<file path="config.mk">
export PLATFORM = sky130hd
export DESIGN_NAME = unbyter
export DESIGN_NICKNAME = d
export VERILOG_FILES = /design/src/rtl/unbyter.sv
export SDC_FILE = /design/constraint.sdc
export NUM_CORES = 1
export LEC_CHECK = 0
export ABC_AREA = 0
export CAP_MARGIN = 15
export CELL_PAD_IN_SITES_DETAIL_PLACEMENT = 1
export CELL_PAD_IN_SITES_GLOBAL_PLACEMENT = 1
export CORE_MARGIN = 2
export CORE_UTILIZATION = 36
export CTS_CLUSTER_SIZE = 24
export DETAILED_ROUTE_END_ITERATION = 6
export PLACE_DENSITY_LB_ADDON = 0.1
export SLEW_MARGIN = 30
export SYNTH_ARGS = -nofsm -noshare
export SYNTH_HDL_FRONTEND = slang
export SYNTH_SLANG_ARGS = --single-unit
</file>
<file path="constraint.sdc">
create_clock -name ifclk -period 3 [get_ports ifclk]
set_clock_uncertainty 0.1 [all_clocks]
set_input_delay 0.3 -clock ifclk [delete_from_list [all_inputs] [get_ports ifclk]]
set_output_delay 0.3 -clock ifclk [all_outputs]
set_load 0.02 [all_outputs]
</file>
<file path="src/rtl/unbyter.sv">
// Byte-to-word bridge on the DI bus: packs host bytes little-endian into
// DI_DATA_WIDTH words on write, and unpacks fetched words LSB-first on read.
module unbyter #(
    parameter int DI_DATA_WIDTH = 32
) (
    input  logic                     resetb,
    input  logic                     ifclk,
    input  logic                     enable,
    input  logic [31:0]              di0_len,
    input  logic                     di0_write_mode,
    input  logic                     di0_write,
    input  logic [7:0]               di0_reg_datai,
    output logic                     di0_write_rdy,
    input  logic                     di0_read_mode,
    input  logic                     di0_read_req,
    input  logic                     di0_read,
    output logic [7:0]               di0_reg_datao,
    output logic                     di0_read_rdy,
    output logic                     di1_write,
    output logic [DI_DATA_WIDTH-1:0] di1_reg_datai,
    input  logic                     di1_write_rdy,
    output logic                     di1_read_req,
    output logic                     di1_read,
    input  logic [DI_DATA_WIDTH-1:0] di1_reg_datao,
    input  logic                     di1_read_rdy
);

    localparam int unsigned BPW  = DI_DATA_WIDTH / 8;
    localparam logic [2:0]  BPW3 = 3'(BPW);

    typedef enum logic       {COLLECT, FLUSH}        wr_state_t;
    typedef enum logic [1:0] {R_IDLE, FETCH, HAVE}   rd_state_t;

    wr_state_t               wr_state, wr_state_n;
    rd_state_t               rd_state, rd_state_n;
    logic [DI_DATA_WIDTH-1:0] sr, sr_n;
    logic [2:0]              byte_pos, byte_pos_n;
    logic [2:0]              avail, avail_n;
    logic [31:0]             count, count_n;
    logic [31:0]             remaining;
    logic                    rd_rdy0, rd_rdy0_n;
    logic                    di1_write_n, di1_read_req_n, di1_read_n;
    logic                    active;

    assign active        = enable && (di0_write_mode || di0_read_mode);
    assign remaining     = di0_len - count;
    assign di0_write_rdy = enable && di0_write_mode && (wr_state == COLLECT);
    assign di0_read_rdy  = rd_rdy0 && !di0_read;
    assign di0_reg_datao = sr[7:0];
    assign di1_reg_datai = sr;

    always_ff @(posedge ifclk or negedge resetb) begin
        if (!resetb) begin
            wr_state     <= COLLECT;
            rd_state     <= R_IDLE;
            sr           <= '0;
            byte_pos     <= '0;
            avail        <= '0;
            count        <= '0;
            rd_rdy0      <= 1'b0;
            di1_write    <= 1'b0;
            di1_read_req <= 1'b0;
            di1_read     <= 1'b0;
        end else begin
            wr_state     <= wr_state_n;
            rd_state     <= rd_state_n;
            sr           <= sr_n;
            byte_pos     <= byte_pos_n;
            avail        <= avail_n;
            count        <= count_n;
            rd_rdy0      <= rd_rdy0_n;
            di1_write    <= di1_write_n;
            di1_read_req <= di1_read_req_n;
            di1_read     <= di1_read_n;
        end
    end

    always_comb begin
        wr_state_n     = wr_state;
        rd_state_n     = rd_state;
        sr_n           = sr;
        byte_pos_n     = byte_pos;
        avail_n        = avail;
        count_n        = count;
        rd_rdy0_n      = rd_rdy0;
        di1_write_n    = di1_write;
        di1_read_req_n = di1_read_req;
        di1_read_n     = di1_read;

        if (!active) begin
            // partial words are dropped here, never flushed
            wr_state_n     = COLLECT;
            rd_state_n     = R_IDLE;
            sr_n           = '0;
            byte_pos_n     = '0;
            avail_n        = '0;
            count_n        = '0;
            rd_rdy0_n      = 1'b0;
            di1_write_n    = 1'b0;
            di1_read_req_n = 1'b0;
            di1_read_n     = 1'b0;
        end else if (di0_write_mode) begin
            case (wr_state)
                COLLECT: begin
                    if (di0_write) begin
                        for (int unsigned i = 0; i < BPW; i++) begin
                            if (byte_pos == 3'(i))
                                sr_n[8*i +: 8] = di0_reg_datai;
                        end
                        byte_pos_n = byte_pos + 3'd1;
                        count_n    = count + 32'd1;
                        if ((byte_pos + 3'd1 == BPW3) ||
                            (di0_len != '0 && count + 32'd1 == di0_len))
                            wr_state_n = FLUSH;
                    end
                end
                FLUSH: begin
                    if (di1_write) begin
                        di1_write_n = 1'b0;
                        sr_n        = '0;
                        byte_pos_n  = '0;
                        wr_state_n  = COLLECT;
                    end else if (di1_write_rdy) begin
                        di1_write_n = 1'b1;
                    end
                end
                default: wr_state_n = COLLECT;
            endcase
        end else begin
            case (rd_state)
                R_IDLE: begin
                    if (di0_read_req) begin
                        if (avail != '0) begin
                            rd_rdy0_n  = 1'b1;
                            rd_state_n = HAVE;
                        end else begin
                            di1_read_req_n = 1'b1;
                            rd_state_n     = FETCH;
                        end
                    end
                end
                FETCH: begin
                    if (di1_read) begin
                        sr_n           = di1_reg_datao;
                        di1_read_n     = 1'b0;
                        di1_read_req_n = 1'b0;
                        rd_rdy0_n      = 1'b1;
                        rd_state_n     = HAVE;
                        // the final word of a bounded transfer only yields the bytes still owed
                        if (di0_len != '0 && count < di0_len && remaining < 32'(BPW))
                            avail_n = remaining[2:0];
                        else
                            avail_n = BPW3;
                    end else if (di1_read_rdy) begin
                        di1_read_n = 1'b1;
                    end
                end
                HAVE: begin
                    if (di0_read && rd_rdy0) begin
                        sr_n       = sr >> 8;
                        avail_n    = avail - 3'd1;
                        count_n    = count + 32'd1;
                        rd_rdy0_n  = 1'b0;
                        rd_state_n = R_IDLE;
                    end
                end
                default: rd_state_n = R_IDLE;
            endcase
        end
    end

endmodule
</file>
==> flow_summary.yaml <==
route:
  finalWirelength_mm: 32.9
  routed_via_density: 5.48
  drt_drc_violations_left: 0
  drt_pass1_iterations: 5
  wl_per_cell_um: 19.8
  detail-route-antenna-nets: 0
  dr_total_vias: 9092
  drt_first_iter_violations: 516
logic_synthesis:
  ys_warn_count: 0
  ys_dominant_reg_cell: "sky130_fd_sc_hd__dfrtp_1"
  ys_seq_elements: 77
  postSynthAreaPerCell_sq_um: 7.57
  synth_nets: 1143
  synth_seq_area_share_pct: 25.1
  asyncSetResetFlopFracSynth_pct: 100
  synth_enable_flop_cells: 0
  netlist_area_sq_um: 7690
  yosys.cell_types.count: 67
  synth_cells: 1016
job:
  max-cap-violations: 0
placement:
  dp_hpwl_mm: 26.1
  numPortBuffers: 126
  dpl-instance-area_sq_um: 11100
  gp_congestion: 0.939
  detailedPlace.worstSlack_ps: -1000
critical_path:
  cp_max_fo: 4
  reg2reg_slack_ps: -490
  critPathLaunchType: "register"
  timing.critical_path.arrival_ps: 3670
  crit_required_ps: 3180
  cp-startpoint: "count[0]"
  crit-reg2reg-launch: "count[0]"
  end_kind: "register"
  worstSetupPathType: "reg2reg"
worst_hold_path:
  worstHoldPathType: "reg2reg"
  worst_hold_startpoint: "rd_rdy0"
sta:
  unrepaired_setup_endpoints_after_global_routing: "true"
  slew_viol_final: 0
  finalSetupViolations: 3
  max_slew_margin_pct: 48.5
  worst_slew_pin_slew_ps: 773
  timing.final.ws_setup_ps: -485
  hold_viol_final: 0
  fin_crit_ps: 3490
  final_min_period_over_clock_period_pct: 116
  max_clock_freq_mhz: 287
layout:
  antenna_cells: 0
  area_delta_synth_final_pct: 51.0
  fin_area_sq_um: 11600
  drive_gt1_share_pct: 25.9
  fill_cells: 2625
  finalNetCount: 1506
clock_network:
  h-tree-depth: 3
  clock_sinks: 77
  tritoncts: "done"
  worstSkewPairLatency_ps: 350
  clock_tree.buffer_depth: 2
  clock_transition_at_the_register_clock_pins_on_the_worst_setup_and_hold_paths_after_cts_ps: 70
  clock_buffers_created_by_tritoncts: 9
  ctsRootBufferMaster: "sky130_fd_sc_hd__clkbuf_16"
floorplanning:
  placeableCoreArea_sq_um: 21000
  die-width_um: 150
  design.die.area_sq_um: 22500
  floorplan.initialDensity_pct: 36.6
  rows: 53
  die_height_um: 150
  ioPinCount: 127
grt:
  gr-max-usage-layer: "met2"
  grt_pass1_wl_mm: 51.8
  antenna_found_initial: 1
  met1_usage_pct: 40.4
  number_of_global_route_vias_before_repair: 9484
  globalRouteMet3Util_pct: 5.03
  grt_util_all_layers_pct: 29.4
  pin_count_of_the_biggest_net_entering_global_routing: 78
  grtUsageMet2_pct: 49.2
  grt_remaining_overflow: 0
pwr:
  cellLeakagePower_uw: 0.00502
  max-vdd-ir-drop_v: 0.000266
  power_per_cell_area_nw_per_um2: 349
  p_total_uw: 4050
status:
  result_of_the_run: "complete, but fails checks"
  failing_checks: "negative setup slack"
==> synth_stat cells, drive strengths merged, types with 2 or more instances <==
master | instances | area, sq um
o31ai | 10 | 75.1
nand3 | 31 | 165
a21o | 7 | 52.6
and2 | 27 | 169
o211ai | 8 | 60.1
a211oi | 28 | 210
o2111ai | 5 | 43.8
mux2 | 32 | 360
nand2 | 82 | 308
nor2b | 9 | 56.3
a31oi | 9 | 56.3
mux2i | 5 | 50.1
or3 | 15 | 93.8
xor2 | 20 | 175
nor3b | 3 | 22.5
a2111oi | 5 | 43.8
and4 | 2 | 17.5
a221oi | 4 | 35.0
ha | 44 | 551
o221a | 2 | 22.5
clkbuf | 38 | 143
a41o | 2 | 20.0
inv | 64 | 240
o211a | 2 | 20.0
buf | 15 | 100
xnor2 | 42 | 368
a32o | 2 | 20.0
nor3 | 28 | 150
dfrtp | 77 | 1930
a211o | 3 | 26.3
nor2 | 104 | 390
nor4 | 21 | 156
nand4 | 31 | 194
and3 | 10 | 62.6
a21boi | 6 | 45.1
o21a | 7 | 52.6
o21bai | 3 | 22.5
a41oi | 2 | 25.0
nand2b | 10 | 62.6
o21ai | 85 | 425
or2 | 4 | 25.0
o22ai | 5 | 31.3
a21oi | 91 | 455
==> routing by layer <==
layer	up-vias	part of all wire, %
met5	-	0.024
met4	2	1.2
met3	29	4.4
met2	179	48
met1	4476	46
li1	4406	-
==> final cells by class <==
class | instances | area (sq um) | share of cell area [%]
multi-input cells | 822 | 5390 | 46.4
inverters | 64 | 240 | 2.07
clock buffers | 9 | 225 | 1.94
well taps | 275 | 344 | 2.96
flip-flops and latches | 77 | 1930 | 16.6
repair buffers | 405 | 3360 | 29.0
clock inverters | 7 | 121 | 1.05
==> metrics by stage <==
step                      hold slack, ps  std cells  util, %  TNS (ps)
final                                434       1659     55.2     -1440
after global routing                 459       1659     55.2     -2040
after CTS                            435       1655     54.8     -1610
after detailed placement             301       1637     52.9     -3140
after global placement               399       1637     52.9     -2860
after floorplan                    -95.6       1016        -      -647
==> placed cells by master (no fill, tap or decap), types with 4 or more instances in the layout <==
cell type,count
sky130_fd_sc_hd__clkbuf_16,9
sky130_fd_sc_hd__nor2_1,104
sky130_fd_sc_hd__ha_1,42
sky130_fd_sc_hd__buf_4,277
sky130_fd_sc_hd__a31oi_1,8
sky130_fd_sc_hd__nand2b_1,9
sky130_fd_sc_hd__xnor2_1,42
sky130_fd_sc_hd__or3_1,15
sky130_fd_sc_hd__inv_1,64
sky130_fd_sc_hd__a21boi_0,5
sky130_fd_sc_hd__o21a_1,7
sky130_fd_sc_hd__o31ai_1,9
sky130_fd_sc_hd__nor3_1,25
sky130_fd_sc_hd__o21ai_1,11
sky130_fd_sc_hd__xor2_1,20
sky130_fd_sc_hd__o211ai_1,8
sky130_fd_sc_hd__nor4_1,15
sky130_fd_sc_hd__nand4_1,31
sky130_fd_sc_hd__nor2b_1,9
sky130_fd_sc_hd__clkdlybuf4s50_1,124
sky130_fd_sc_hd__mux2_2,32
sky130_fd_sc_hd__o21ai_0,73
sky130_fd_sc_hd__dfrtp_1,76
sky130_fd_sc_hd__a21oi_1,88
sky130_fd_sc_hd__and3_1,10
sky130_fd_sc_hd__a221oi_1,4
sky130_fd_sc_hd__nand3_1,29
sky130_fd_sc_hd__a21o_1,7
sky130_fd_sc_hd__and2_1,26
sky130_fd_sc_hd__mux2i_1,5
sky130_fd_sc_hd__o22ai_1,4
sky130_fd_sc_hd__o2111ai_1,5
sky130_fd_sc_hd__a211oi_1,28
sky130_fd_sc_hd__nand2_1,82
==> state kept, by name, indices dropped and copies added, names as in the netlist <==
| name | count |
|---|---|
| wr_state | 1 |
| rd_rdy0 | 1 |
| avail | 3 |
| di1_read_req | 1 |
| di1_write | 1 |
| di1_reg_datai | 32 |
| byte_pos | 3 |
| rd_state | 2 |
| di1_read | 1 |
| count | 32 |
==> worst max-delay path: stages (launching register included) <==
cell and delay [ps]:
sky130_fd_sc_hd__dfrtp_1 410, sky130_fd_sc_hd__ha_2 210, sky130_fd_sc_hd__fa_2 340, sky130_fd_sc_hd__nand2b_4 150, sky130_fd_sc_hd__a211o_1 310, sky130_fd_sc_hd__a31o_4 240, sky130_fd_sc_hd__o31a_1 300, sky130_fd_sc_hd__or3b_1 380
sky130_fd_sc_hd__a41oi_2 170, sky130_fd_sc_hd__nand4_1 150, sky130_fd_sc_hd__nor4_4 370, sky130_fd_sc_hd__buf_4 180, sky130_fd_sc_hd__a21o_1 110
==> where the power goes <==
group	internal [uW]	total, uW	switching (uW)	leakage [uW]
combinational	740	1550	810	0.00381
clock	820	1320	500	0.000170
sequential	1120	1180	63.9	0.00104
==> what timing repair did <==
action	in CTS	in global routing
pin swaps	0	9
setup endpoints to repair	4	4
hold endpoints to repair	77	0
setup buffers	1	4
hold buffers	1	0
gates resized for setup	7	14
==> worst paths after layout <==
kind,end,depth (start not counted)
max in group asynchronous,di1_reg_datai[27],2
max reg2reg,avail[1],12
min,rd_rdy0,1
max,avail[1],12
min reg2reg,rd_rdy0,1
min in group asynchronous,count[0],2
==> cells by family (layout without fill, tap and decap cells) <==
kind of cell	count (synthesis)	in the layout	share of synthesized area, %
adder cells (fa/ha/maj)	45	45	7.42
AND/OR/NAND/NOR	381	381	24.8
flip-flops	77	77	25.1
buffers and inverters	117	485	6.28
AO/OA/AOI/OAI	297	297	24.1
multiplexers	37	37	5.34
XOR/XNOR	62	62	7.06
(Power assumes the default switching activity.)
